**src/rtl/metronome_sequencer_if.sv**
```systemverilog
// Button, bar-length and tone/tempo signals exchanged between the metronome
// sequencer and its surroundings.
interface metronome_sequencer_if;
    logic       btn_left;
    logic       btn_right;
    logic       btn_down;
    logic       btn_up;
    logic       btn_play;
    logic [2:0] beats_per_bar;
    logic [7:0] bpm;
    logic       running;
    logic       beat;
    logic       accent;
    logic [2:0] beat_idx;
    logic       tone_en;
    logic       tone_hi;

    modport master (
        output btn_left, btn_right, btn_down, btn_up, btn_play, beats_per_bar,
        input  bpm, running, beat, accent, beat_idx, tone_en, tone_hi
    );

    modport slave (
        input  btn_left, btn_right, btn_down, btn_up, btn_play, beats_per_bar,
        output bpm, running, beat, accent, beat_idx, tone_en, tone_hi
    );
endinterface

```
**src/rtl/metronome_sequencer.sv**
```systemverilog
// Metronome front end: saturating tempo from button pulses, run/stop FSM,
// phase-accumulator beat strobes with bar accent, and fixed-length tone bursts.
module metronome_sequencer #(
    parameter int unsigned CLK_HZ      = 25000000,
    parameter int unsigned BPM_MIN     = 30,
    parameter int unsigned BPM_MAX     = 250,
    parameter int unsigned BPM_RESET   = 60,
    parameter int unsigned TONE_CYCLES = 2500000
) (
    input logic                  clk,
    input logic                  rst,
    metronome_sequencer_if.slave bus
);

    // One beat is due each time the accumulator collects 60*CLK_HZ bpm-units.
    localparam logic [32:0]        PERIOD    = 33'(64'(CLK_HZ) * 64'd60);
    localparam int                 TW        = $clog2(TONE_CYCLES + 1);
    localparam logic [TW-1:0]      TONE_LOAD = TW'(TONE_CYCLES);
    localparam logic signed [9:0]  MIN_S     = 10'(BPM_MIN);
    localparam logic signed [9:0]  MAX_S     = 10'(BPM_MAX);

    typedef enum logic {IDLE = 1'b0, RUN = 1'b1} state_e;

    state_e          state_q, state_d;
    logic [7:0]      bpm_q, bpm_d;
    logic [31:0]     acc_q, acc_d;
    logic            beat_q, beat_d;
    logic            accent_q, accent_d;
    logic [2:0]      beat_idx_q, beat_idx_d;
    logic [TW-1:0]   tone_cnt_q, tone_cnt_d;
    logic            tone_en_q, tone_en_d;
    logic            tone_hi_q, tone_hi_d;

    logic signed [9:0] delta;
    logic signed [9:0] bpm_sum;
    logic [32:0]       acc_sum;
    logic [32:0]       acc_rem;
    logic [3:0]        idx_inc;
    logic [3:0]        bar_len;

    // Tempo: one button per cycle, evaluated signed so -10 near the floor cannot wrap.
    always_comb begin
        delta = 10'sd0;
        if (bus.btn_left)       delta = -10'sd1;
        else if (bus.btn_right) delta = 10'sd1;
        else if (bus.btn_down)  delta = -10'sd10;
        else if (bus.btn_up)    delta = 10'sd10;
        bpm_sum = $signed({2'b00, bpm_q}) + delta;
        if (bpm_sum < MIN_S)      bpm_d = 8'(BPM_MIN);
        else if (bpm_sum > MAX_S) bpm_d = 8'(BPM_MAX);
        else                      bpm_d = bpm_sum[7:0];
    end

    // NOTE: every signal gets a default before the case so no path leaves one
    // unassigned; a missing default here would infer a latch.
    always_comb begin
        state_d    = state_q;
        acc_d      = acc_q;
        beat_d     = 1'b0;
        accent_d   = 1'b0;
        beat_idx_d = beat_idx_q;
        tone_cnt_d = tone_cnt_q;
        tone_en_d  = tone_en_q;
        tone_hi_d  = tone_hi_q;

        acc_sum = {1'b0, acc_q} + {25'd0, bpm_q};
        acc_rem = acc_sum - PERIOD;
        idx_inc = {1'b0, beat_idx_q} + 4'd1;
        bar_len = (bus.beats_per_bar == 3'd0) ? 4'd1 : {1'b0, bus.beats_per_bar};

        unique case (state_q)
            IDLE: begin
                if (bus.btn_play) begin
                    state_d    = RUN;
                    acc_d      = '0;
                    beat_d     = 1'b1;
                    accent_d   = 1'b1;
                    beat_idx_d = 3'd0;
                end
            end
            RUN: begin
                if (bus.btn_play) begin
                    state_d    = IDLE;
                    acc_d      = '0;
                    beat_idx_d = 3'd0;
                end else if (acc_sum >= PERIOD) begin
                    acc_d  = acc_rem[31:0];
                    beat_d = 1'b1;
                    if (idx_inc >= bar_len) begin
                        beat_idx_d = 3'd0;
                        accent_d   = 1'b1;
                    end else begin
                        beat_idx_d = idx_inc[2:0];
                    end
                end else begin
                    acc_d = acc_sum[31:0];
                end
            end
            default: state_d = IDLE;
        endcase

        // Stopping wins over everything; a new beat restarts the burst.
        if (state_q == RUN && bus.btn_play) begin
            tone_cnt_d = '0;
            tone_en_d  = 1'b0;
            tone_hi_d  = 1'b0;
        end else if (beat_d) begin
            tone_cnt_d = TONE_LOAD;
            tone_en_d  = 1'b1;
            tone_hi_d  = accent_d;
        end else if (tone_cnt_q != '0) begin
            tone_cnt_d = tone_cnt_q - TW'(1);
            tone_en_d  = (tone_cnt_q != TW'(1));
        end
    end

    // NOTE: state registers use non-blocking assignments so every register
    // samples the pre-edge values regardless of process ordering.
    always_ff @(posedge clk or posedge rst) begin
        if (rst) begin
            state_q    <= IDLE;
            bpm_q      <= 8'(BPM_RESET);
            acc_q      <= '0;
            beat_q     <= 1'b0;
            accent_q   <= 1'b0;
            beat_idx_q <= 3'd0;
            tone_cnt_q <= '0;
            tone_en_q  <= 1'b0;
            tone_hi_q  <= 1'b0;
        end else begin
            state_q    <= state_d;
            bpm_q      <= bpm_d;
            acc_q      <= acc_d;
            beat_q     <= beat_d;
            accent_q   <= accent_d;
            beat_idx_q <= beat_idx_d;
            tone_cnt_q <= tone_cnt_d;
            tone_en_q  <= tone_en_d;
            tone_hi_q  <= tone_hi_d;
        end
    end

    assign bus.bpm      = bpm_q;
    assign bus.running  = (state_q == RUN);
    assign bus.beat     = beat_q;
    assign bus.accent   = accent_q;
    assign bus.beat_idx = beat_idx_q;
    assign bus.tone_en  = tone_en_q;
    assign bus.tone_hi  = tone_hi_q;

endmodule

```
**src/flat_wrapper.sv**
```systemverilog
// flat-port wrapper written by rule: the top's interface ports become plain ports
module metronome_sequencer_flat 
#(
    parameter int unsigned CLK_HZ      = 25000000,
    parameter int unsigned BPM_MIN     = 30,
    parameter int unsigned BPM_MAX     = 250,
    parameter int unsigned BPM_RESET   = 60,
    parameter int unsigned TONE_CYCLES = 2500000
)
  (clk, rst, bus_btn_left, bus_btn_right, bus_btn_down, bus_btn_up, bus_btn_play, bus_beats_per_bar, bus_bpm, bus_running, bus_beat, bus_accent, bus_beat_idx, bus_tone_en, bus_tone_hi);
  metronome_sequencer_if bus_i ();
  input logic clk;
  input logic rst;
  input wire logic [$bits(bus_i.btn_left)-1:0] bus_btn_left;
  input wire logic [$bits(bus_i.btn_right)-1:0] bus_btn_right;
  input wire logic [$bits(bus_i.btn_down)-1:0] bus_btn_down;
  input wire logic [$bits(bus_i.btn_up)-1:0] bus_btn_up;
  input wire logic [$bits(bus_i.btn_play)-1:0] bus_btn_play;
  input wire logic [$bits(bus_i.beats_per_bar)-1:0] bus_beats_per_bar;
  output wire logic [$bits(bus_i.bpm)-1:0] bus_bpm;
  output wire logic [$bits(bus_i.running)-1:0] bus_running;
  output wire logic [$bits(bus_i.beat)-1:0] bus_beat;
  output wire logic [$bits(bus_i.accent)-1:0] bus_accent;
  output wire logic [$bits(bus_i.beat_idx)-1:0] bus_beat_idx;
  output wire logic [$bits(bus_i.tone_en)-1:0] bus_tone_en;
  output wire logic [$bits(bus_i.tone_hi)-1:0] bus_tone_hi;
  assign bus_i.btn_left = bus_btn_left;
  assign bus_i.btn_right = bus_btn_right;
  assign bus_i.btn_down = bus_btn_down;
  assign bus_i.btn_up = bus_btn_up;
  assign bus_i.btn_play = bus_btn_play;
  assign bus_i.beats_per_bar = bus_beats_per_bar;
  assign bus_bpm = bus_i.bpm;
  assign bus_running = bus_i.running;
  assign bus_beat = bus_i.beat;
  assign bus_accent = bus_i.accent;
  assign bus_beat_idx = bus_i.beat_idx;
  assign bus_tone_en = bus_i.tone_en;
  assign bus_tone_hi = bus_i.tone_hi;
  metronome_sequencer #(.CLK_HZ(CLK_HZ), .BPM_MIN(BPM_MIN), .BPM_MAX(BPM_MAX), .BPM_RESET(BPM_RESET), .TONE_CYCLES(TONE_CYCLES)) u_core (.clk(clk), .rst(rst), .bus(bus_i));
endmodule
```
**config.mk**
```make
export PLATFORM = sky130hd
export DESIGN_NAME = metronome_sequencer_flat
export DESIGN_NICKNAME = d
export VERILOG_FILES = /design/src/rtl/metronome_sequencer_if.sv /design/src/rtl/metronome_sequencer.sv /design/src/flat_wrapper.sv
export SDC_FILE = /design/constraint.sdc
export NUM_CORES = 1
export LEC_CHECK = 0
export ABC_CLOCK_PERIOD_IN_PS = 4900
export CAP_MARGIN = 5
export CORE_MARGIN = 8
export CORE_UTILIZATION = 53
export DETAILED_ROUTE_END_ITERATION = 7
export GPL_ROUTABILITY_DRIVEN = 0
export PLACE_DENSITY = 0.71
export SYNTH_ARGS = -nofsm -noshare
export SYNTH_HDL_FRONTEND = slang
export SYNTH_SLANG_ARGS = --single-unit
```
**constraint.sdc**
```tcl
create_clock -name clk -period 4.9 [get_ports clk]
set_input_delay 0.735 -clock clk [delete_from_list [all_inputs] [get_ports clk]]
set_output_delay 0.735 -clock clk [all_outputs]
set_load 0.01 [all_outputs]
```
======== Word-level counts from Yosys, hierarchy flattened ========
Cells that the tools add are included.
storage, ports and cells
  bits of input ports ..................... 10
  bits in registers ....................... 70
cells by class
  muxes and demuxes ....................... 34
  bitwise logic cells ..................... 1
  $lt $le $gt $ge ......................... 4
  reductions and logical operators ........ 6
  equality and inequality tests ........... 3
  add/subtract/negate cells ............... 5
operator list
  operator                  number
  $mux W32                  3
  $mux W22                  3
  $pmux W32 S2              1
  $add A32 B8 Y33           1
  $ge A33 B31 Y1 const B    1
  $sub A32 B31 Y32 const B  1
  $mux W10                  3
  $ne A22 B1 Y1 const B     1
  $reduce_bool A22 Y1       1
  $sub A22 B1 Y22 const B   1
  $mux W8                   2
  $mux W3                   5
  $mux W1                   12
  $add A9 B10 Y10           1
  $gt A10 B9 Y1 const B     1
  $lt A10 B6 Y1 const B     1
  $pmux W1 S2               3
  $pmux W3 S2               1
  $add A3 B1 Y4 const B     1
  $ge A4 B4 Y1              1
  $mux W4                   1
  $logic_not A3 Y1          1
  $ne A3 B3 Y1 const B      1
  $reduce_bool A3 Y1        1
  other kinds (5)           5

======== Longest topological paths before layout ========
Gate-level depths: netlist of the first run.
  depth after elaboration ................. 9
  depth in mapped cells ................... 19
  gate-level depth less buffers ........... 16

======== Worst setup path after synthesis of the first run ========
OpenSTA, ideal clock, no wires.
  kind .................................... reg2reg
  from .................................... register u_core.bpm_q[0] (netlist: u_core.bus.bpm[0])
  to ...................................... register u_core.acc_q[22]
  path buffers ............................ 3
  stages on the path, launching flop included .. 16
  arrival ................................. 4.069 ns
  library setup time ...................... 0.124 ns
  path slack .............................. 0.707 ns
  required time ........................... 4.776 ns
  clock period less this slack ............ 4.193 ns
  path through ............................ dfrtp_1 > ha_1 > fa_1 > a211oi_1 > o211ai_1 > buf_2 > nand2_1 > clkbuf_1 > a211oi_1 > or4_1 > a211o_1 > buf_6 > a2111oi_2 > o21ai_1 > and3_1 > a211o_1
between the ends
  longest elaborated chain between the ends .. 5
ends and longest elaborated chain
  what                                                line                                                  RTL
  from (decl)                                         metronome_sequencer.sv:25                             logic [7:0] bpm_q, bpm_d;
  from (signal assigned)                              metronome_sequencer.sv:122                            bpm_q <= 8'(BPM_RESET);
  from (signal assigned)                              metronome_sequencer.sv:132                            bpm_q <= bpm_d;
  $add A32 B8 Y33 (*)                                 metronome_sequencer.sv:66                             acc_sum = {1'b0, acc_q} + {25'd0, bpm_q};
  $sub A32 B31 Y32 or $ge A33 B31 Y1 (tied branches)  metronome_sequencer.sv:67, metronome_sequencer.sv:86
  $mux W32 (*)                                        metronome_sequencer.sv:86                             end else if (acc_sum >= PERIOD) begin
  $mux W32 (*)                                        metronome_sequencer.sv:82                             if (bus.btn_play) begin
  $pmux W32 S2 (*)                                    metronome_sequencer.sv:71                             unique case (state_q)
  to (signal assigned)                                metronome_sequencer.sv:123                            acc_q <= '0;
  to (signal assigned)                                metronome_sequencer.sv:133                            acc_q <= acc_d;
  to (decl)                                           metronome_sequencer.sv:26                             logic [31:0] acc_q, acc_d;
Every way passes the cells marked *; elsewhere a longest branch is shown, timed or not.
A chain may end at the register's enable or synchronous reset.

======== Worst setup path after layout of the first run ========
  from .................................... register u_core.bpm_q[0] (netlist: u_core.bus.bpm[0])
  to ...................................... register u_core.acc_q[27]
The elaborated chain is that of the path after synthesis.

==> results.py, run 1 <==
metrics = {
    "outcome": {
        "status": "complete, no violations",
    },
    "cts": {
        "clk_pin_slew_worst_paths_ps": 80,
        "insertion_delay_ps": 360,
        "cts_buffer_depth": 2,
        "cts_made_buffers": 9,
        "cts_root_buf": "clkbuf_8",
        "clock-sinks": 70,
        "post_cts_buffers": 0,
        "cts-htree-levels": 3,
        "tritoncts": "done",
    },
    "routing": {
        "antenna_left": 0,
        "drt_wl_total_microns": 14800,
        "viasPerCell": 6.26,
        "routedWlPerCell_microns": 17.5,
        "num_vias": 5267,
        "dr.first_iter.drc_count": 488,
        "drtPass1Iterations": 7,
        "drc_errors": 0,
    },
    "floorplanning": {
        "core_area_sq_um": 10300,
        "dieArea_sq_um": 14100,
        "die_h_microns": 119,
        "ioPinCount": 26,
        "die_x_microns": 119,
        "std_cell_rows": 37,
        "initial_utilization_pct": 54.4,
    },
    "setup_path": {
        "end_kind": "flip-flop",
        "path_class": "flip-flop to flip-flop",
        "path_max_fanout": 11,
        "critPathLaunchType": "flip-flop",
        "required_ps": 5150,
        "crit_arrival_ps": 4890,
    },
    "logic_synthesis": {
        "syn_nets": 713,
        "ys_warn_count": 0,
        "synth.area.top_cells": "dfrtp_1, xnor2_1, ha_1, a21oi_1, nand2_1",
        "async_flop_share_pct": 100,
        "ys_ff_latch": 70,
        "yosysSeqAreaShare_pct": 31.4,
        "synth_top_area_cell": "dfrtp_1",
        "yosys_most_used_dff": "dfrtp_1",
        "synth_top_area_share_pct": 29.5,
        "synth_area_per_cell_sq_um": 8.29,
        "synthCells": 675,
        "synth-edff-count": 0,
        "syn_area_sq_um": 5590,
        "synth_cell_type_count": 75,
    },
    "global_route": {
        "grt_pass1_vias": 5267,
        "grt_pass1_wl_microns": 25200,
        "antenna_found_initial": 0,
        "grt_overflow": 0,
        "grt_usage_pct": 21.3,
        "grt_max_degree": 39,
    },
    "power_and_ir_drop": {
        "report.power.total_mw": 2.82,
        "leakagePower_nw": 2.49,
        "ir_drop_mv": 0.359,
        "p_per_area_nw_per_um2": 453,
    },
    "timing": {
        "setup_viol": 0,
        "slew_headroom_pct": 43.6,
        "fin_skew_ps": 7.35,
        "max_freq_mhz": 216,
        "rsz0062_at_grt": "false",
        "layout_worst_path_cycle_share_pct": 94.7,
        "hold_slack_ps": 527,
        "slew_viol_final": 0,
        "postLayoutSetupSlackWorst_ps": 260,
        "setup_tns_ps": 0,
        "tightest_slew_ps": 846,
        "layout_min_cycle_time_ps": 4640,
        "hold_viol_final": 0,
    },
    "worst_hold_path": {
        "hp-class": "flip-flop to flip-flop",
    },
    "placement": {
        "numPortBuffers": 25,
        "hpwl_microns": 10900,
        "dp_slack_ps": 255,
    },
    "finish": {
        "final_nets": 739,
        "diodes": 0,
        "nFillCells": 939,
        "drive_gt1_share_pct": 9.07,
        "final_cell_mix": "dfrtp_1, nand2_1, a21oi_1, xnor2_1, nor3_1",
        "final_common_cell": "dfrtp_1",
        "area_growth_pct": 11.1,
    },
    "job": {
        "max-cap-violations": 0,
    },
}
-- routing by layer --
metal	vias up	GRT usage [%]	wire length [microns]
met3	26	3.57	903
li1	2544	-	-
met4	0	9.25	338
met5	-	0	0
met2	183	35.2	7000
met1	2514	27.0	6510
-- cell families (layout without fill, tap and decap cells) --
group / after synthesis / in the layout / share of synthesized area, %
multiplexers: 6 / 6 / 1.16
XOR/XNOR: 61 / 61 / 9.55
AO/OA/AOI/OAI: 193 / 193 / 22.9
buffers and inverters: 66 / 97 / 4.83
adder cells (fa/ha/maj): 29 / 29 / 6.71
AND/OR/NAND/NOR: 250 / 250 / 23.4
flip-flops: 70 / 70 / 31.4
-- worst max-delay path: stages, from the launching register on --
cell and delay (ps):
dfrtp_1 410, ha_1 250, fa_1 440, a211oi_1 350
o211ai_1 220, nand2_1 160, buf_4 220, nor3_1 80
or3_1 400, a211oi_2 450, a211oi_2 160, nor2_1 650
buf_4 280, nor2_1 60, xor2_1 160, a32o_1 220
-- metrics by stage --
step | instances | area (sq um) | util, %
2_1_floorplan | 675 | 5590 | -
3_3_place_gp | 826 | 6030 | 58.7
3_5_place_dp | 826 | 6030 | 58.7
4_1_cts | 842 | 6200 | 60.4
5_1_grt | 842 | 6210 | 60.5
6_report | 842 | 6210 | 60.5
-- final timing paths --
kind | cells after the start | slack (ps) | endpoint | startpoint
hold / removal | 1 | 530 | u_core.acc_q[2] | u_core.acc_q[2]
setup reg to reg | 15 | 260 | u_core.acc_q[27] | u_core.bus.bpm[0]
min in group asynchronous | 2 | 830 | u_core.tone_cnt_q[12] | rst
max in group asynchronous | 3 | 3120 | u_core.bus.bpm[3] | rst
setup / recovery | 15 | 260 | u_core.acc_q[27] | u_core.bus.bpm[0]
hold reg to reg | 1 | 530 | u_core.acc_q[2] | u_core.acc_q[2]
-- layout make-up --
class | instances | area [sq um] | share of cell area, %
Timing Repair Buffer | 44 | 393 | 6.32
Clock buffer | 11 | 141 | 2.28
Clock inverter | 5 | 33.8 | 0.544
Inverter | 37 | 139 | 2.23
Tap cell | 136 | 170 | 2.74
Sequential cell | 70 | 1760 | 28.3
Multi-Input combinational cell | 539 | 3580 | 57.6
-- sequential cells by signal, indices dropped and copies added, names as in the netlist --
| register | count |
|---|---|
| u_core.bus.running | 1 |
| u_core.tone_cnt_q | 22 |
| u_core.bus.tone_hi | 1 |
| u_core.acc_q | 32 |
| u_core.bus.tone_en | 1 |
| u_core.bus.accent | 1 |
| u_core.bus.beat | 1 |
| u_core.bus.beat_idx | 3 |
| u_core.bus.bpm | 8 |
-- power by group --
part	switching [mW]	internal [mW]
sequential	0.137	0.729
combinational	0.887	0.628
clock	0.240	0.198
-- timing repair --
action                     4_1_cts  5_1_grt
setup endpoints to repair        0       21
gates resized for setup          0        3
hold buffers                     0        0
-- synthesized netlist by cell type, types with 3 or more instances --
cell and instances:
and2_1 5, nor2b_1 4, or4_1 6, o31ai_1 6, o21ai_0 33, a211o_1 3
a22o_1 10, xnor2_1 42, clkbuf_1 15, a211oi_1 7, o21a_1 4, nand3b_1 3
a2111o_1 3, nand4_1 12, a41oi_1 3, ha_1 26, buf_2 8, o22ai_1 11
xor2_1 19, dfstp_2 4, dfrtp_1 66, inv_1 36, o211ai_1 8, nand3_1 24
nor3_1 42, a311oi_1 3, nand2b_1 4, a31oi_1 9, nand2_1 61, a21oi_1 51
mux2_2 4, nor2_1 40, o21ai_1 3, or3_1 15, buf_1 3, a21o_1 13
and3_1 5, or2_2 3, nor4_1 11, and4_1 3, o21bai_1 5
Power figures use the tool's default switching activity.
==> run 2: changes to the inputs <==
--- a/config.mk
+++ b/config.mk
@@ -10,7 +10,7 @@
 export CORE_MARGIN = 8
 export CORE_UTILIZATION = 53
 export DETAILED_ROUTE_END_ITERATION = 7
-export GPL_ROUTABILITY_DRIVEN = 0
+export GPL_TIMING_DRIVEN = 0
 export PLACE_DENSITY = 0.71
 export SYNTH_ARGS = -nofsm -noshare
 export SYNTH_HDL_FRONTEND = slang
==> run 2 against run 1 <==
Power increased by 3.0%. Worst hold slack improved by 2.0 ps. Flip-flop and latch count unchanged. Setup slack got worse by 100 ps. Register-to-register slack got worse by 100 ps. Critical endpoint unchanged. Largest power group unchanged.
==> results.py, run 2 (synthesis gave the netlist of run 1 again) <==
metrics = {
    "setup_path": {
        "end_kind": "flip-flop",
        "path_max_fanout": 10,
        "r2r_cells": 14,
        "startpoint": "u_core.bus.bpm[1]",
        "required_ps": 5150,
        "crit_arrival_ps": 4990,
        "slowest_delay_ps": 550,
        "reg2reg_to": "u_core.acc_q[27]",
        "rrSetupSlack_ps": 160,
        "path_cells": "ha_1 -> a211oi_1 -> o21ai_2 -> a31oi_2 -> xnor2_1 -> ha_2 -> nand3_2 -> or4_4 -> a211oi_4 -> nor2_1 -> clkbuf_2 -> nor4_1 -> a21oi_1 -> a32o_1",
        "timing.rr.start": "u_core.bus.bpm[1]",
        "path_class": "flip-flop to flip-flop",
        "critPathLaunchType": "flip-flop",
        "cpMaxStageDelayCell": "a31oi_2",
    },
    "placement": {
        "hpwl_microns": 11900,
        "routabilityCongestion": 0.984,
        "numPortBuffers": 25,
        "placed_area_sq_um": 6020,
    },
    "cts": {
        "cts-htree-levels": 3,
        "cts_buffer_depth": 2,
        "clock-sinks": 70,
        "insertion_delay_ps": 360,
        "cts_root_buf": "clkbuf_8",
        "tritoncts": "done",
        "cts_made_buffers": 9,
        "ctsHoldBuffers": 0,
        "clk_pin_slew_worst_paths_ps": 80,
    },
    "worst_hold_path": {
        "min_to": "u_core.acc_q[7]",
        "worstHoldStart": "u_core.acc_q[7]",
        "hp-class": "flip-flop to flip-flop",
        "hold_depth": 1,
    },
    "power_and_ir_drop": {
        "p_seq_share_pct": 29.8,
        "p_int_mw": 1.57,
        "comb_power_share_pct": 55.0,
        "p_per_area_nw_per_um2": 462,
        "clockPowerShare_pct": 15.2,
        "ir_drop_mv": 0.420,
        "sw_frac_of_total_pct": 46.1,
        "leakagePower_nw": 2.49,
        "p_switching_mw": 1.34,
    },
    "routing": {
        "routedWlPerCell_microns": 19.3,
        "antenna_left": 0,
        "num_vias": 5394,
        "drtPass1Iterations": 6,
        "drt_wl_total_microns": 16500,
        "drc_errors": 0,
        "viasPerCell": 6.32,
        "dr.first_iter.drc_count": 478,
    },
    "finish": {
        "postLayoutCellArea_sq_um": 6290,
        "fin_util_pct": 61.2,
        "area_growth_pct": 12.4,
        "diodes": 0,
        "largest_register_ffs": 32,
        "final_cell_mix": "dfrtp_1, nand2_1, a21oi_1, xnor2_1, nor3_1",
        "regMostFlops": "u_core.acc_q",
        "nFillCells": 929,
        "final_common_cell": "dfrtp_1",
        "final_nets": 751,
        "drive_gt1_share_pct": 9.75,
    },
    "floorplanning": {
        "initial_utilization_pct": 54.4,
        "std_cell_rows": 37,
        "die_h_microns": 119,
        "ioPinCount": 26,
        "dieArea_sq_um": 14100,
        "core_area_sq_um": 10300,
        "die_x_microns": 119,
    },
    "global_route": {
        "grt_pass1_vias": 5286,
        "grt_overflow": 0,
        "grt_pass1_wl_microns": 26800,
        "grt_usage_pct": 23.2,
        "antenna_found_initial": 0,
        "grt_max_degree": 71,
    },
    "job": {
        "max-cap-violations": 0,
    },
    "timing": {
        "setup_viol": 0,
        "fin_skew_ps": 8.55,
        "slew_headroom_pct": 28.4,
        "hold_viol_final": 0,
        "tightest_slew_ps": 1060,
        "rsz0062_at_grt": "false",
        "max_freq_mhz": 211,
        "layout_min_cycle_time_ps": 4740,
        "layout_worst_path_cycle_share_pct": 96.7,
        "slew_viol_final": 0,
    },
    "outcome": {
        "status": "complete, no violations",
    },
}
==> run 2: cell count changes in the layout (fill, tap and decap cells not counted), moves of 3 or more <==
cell and delta:
buf_4 -15, clkinv_4 +3, a21oi_1 -3, buf_2 +7, a21oi_2 +3, clkbuf_2 +4
clkbuf_1 +13
==> run 2: layout make-up <==
type / instances / area (sq um) / share of cell area [%]
multi-input cells: 539 / 3640 / 57.9
flip-flops and latches: 70 / 1760 / 27.9
repair buffers: 27 / 265 / 4.22
well taps: 136 / 170 / 2.71
inverters: 37 / 141 / 2.25
plain buffers: 29 / 138 / 2.19
clock buffers: 10 / 128 / 2.03
clock inverters: 6 / 47.5 / 0.756
==> run 2: repair_timing <==
item                       in CTS  in global routing
resized for setup               6                 16
setup endpoints to repair      23                 40
pin swaps                       1                  2
setup buffers                   0                  2
==> run 2: how the worst max path moves through the flow <==
stage	endpoint	depth (start not counted)
finish	u_core.acc_q[27]	14
global route	u_core.tone_cnt_q[9]	18
CTS	u_core.tone_cnt_q[9]	18
detailed placement	u_core.acc_q[27]	14
global placement	u_core.acc_q[27]	14
floorplan	u_core.acc_q[22]	15
==> run 2: power groups by stage <==
stage	Clock (mW)	Combinational, mW	Sequential (mW)
2_1_floorplan	0	1.07	0.861
3_3_place_gp	0	1.45	0.866
3_5_place_dp	0	1.49	0.874
4_1_cts	0.453	1.53	0.864
5_1_grt	0.471	1.75	0.887
6_report	0.442	1.60	0.866
==> run 2: per-layer routing <==
| layer | vias to the layer above | global-route usage (%) | wire [microns] |
|---|---|---|---|
| met5 | - | 0 | 0 |
| met2 | 199 | 36.3 | 7400 |
| met4 | 0 | 9.25 | 363 |
| li1 | 2569 | - | - |
| met1 | 2592 | 30.0 | 7550 |
| met3 | 34 | 6.19 | 1170 |
==> run 2: critical path, delay by kind of cell, from the launching register on <==
kind / cells / cell delay [ps]
compound gates: 6 / 1830
simple gates: 4 / 1140
fa+ha+maj: 2 / 620
flops: 1 / 470
buf+inv: 1 / 290
xor+xnor: 1 / 250
==> run 2: metrics by stage <==
stage          setup WS [ps]  hold WS, ps  TNS, ps  power, mW  std cells
5_1_grt                 15.7          545        0       3.11        854
3_5_place_dp            -334          504    -3590       2.36        836
2_1_floorplan            707          483        0       1.94        675
3_3_place_gp            -285          497    -2360       2.32        836
6_report                 160          529        0       2.90        854
4_1_cts                 36.3          530        0       2.84        852
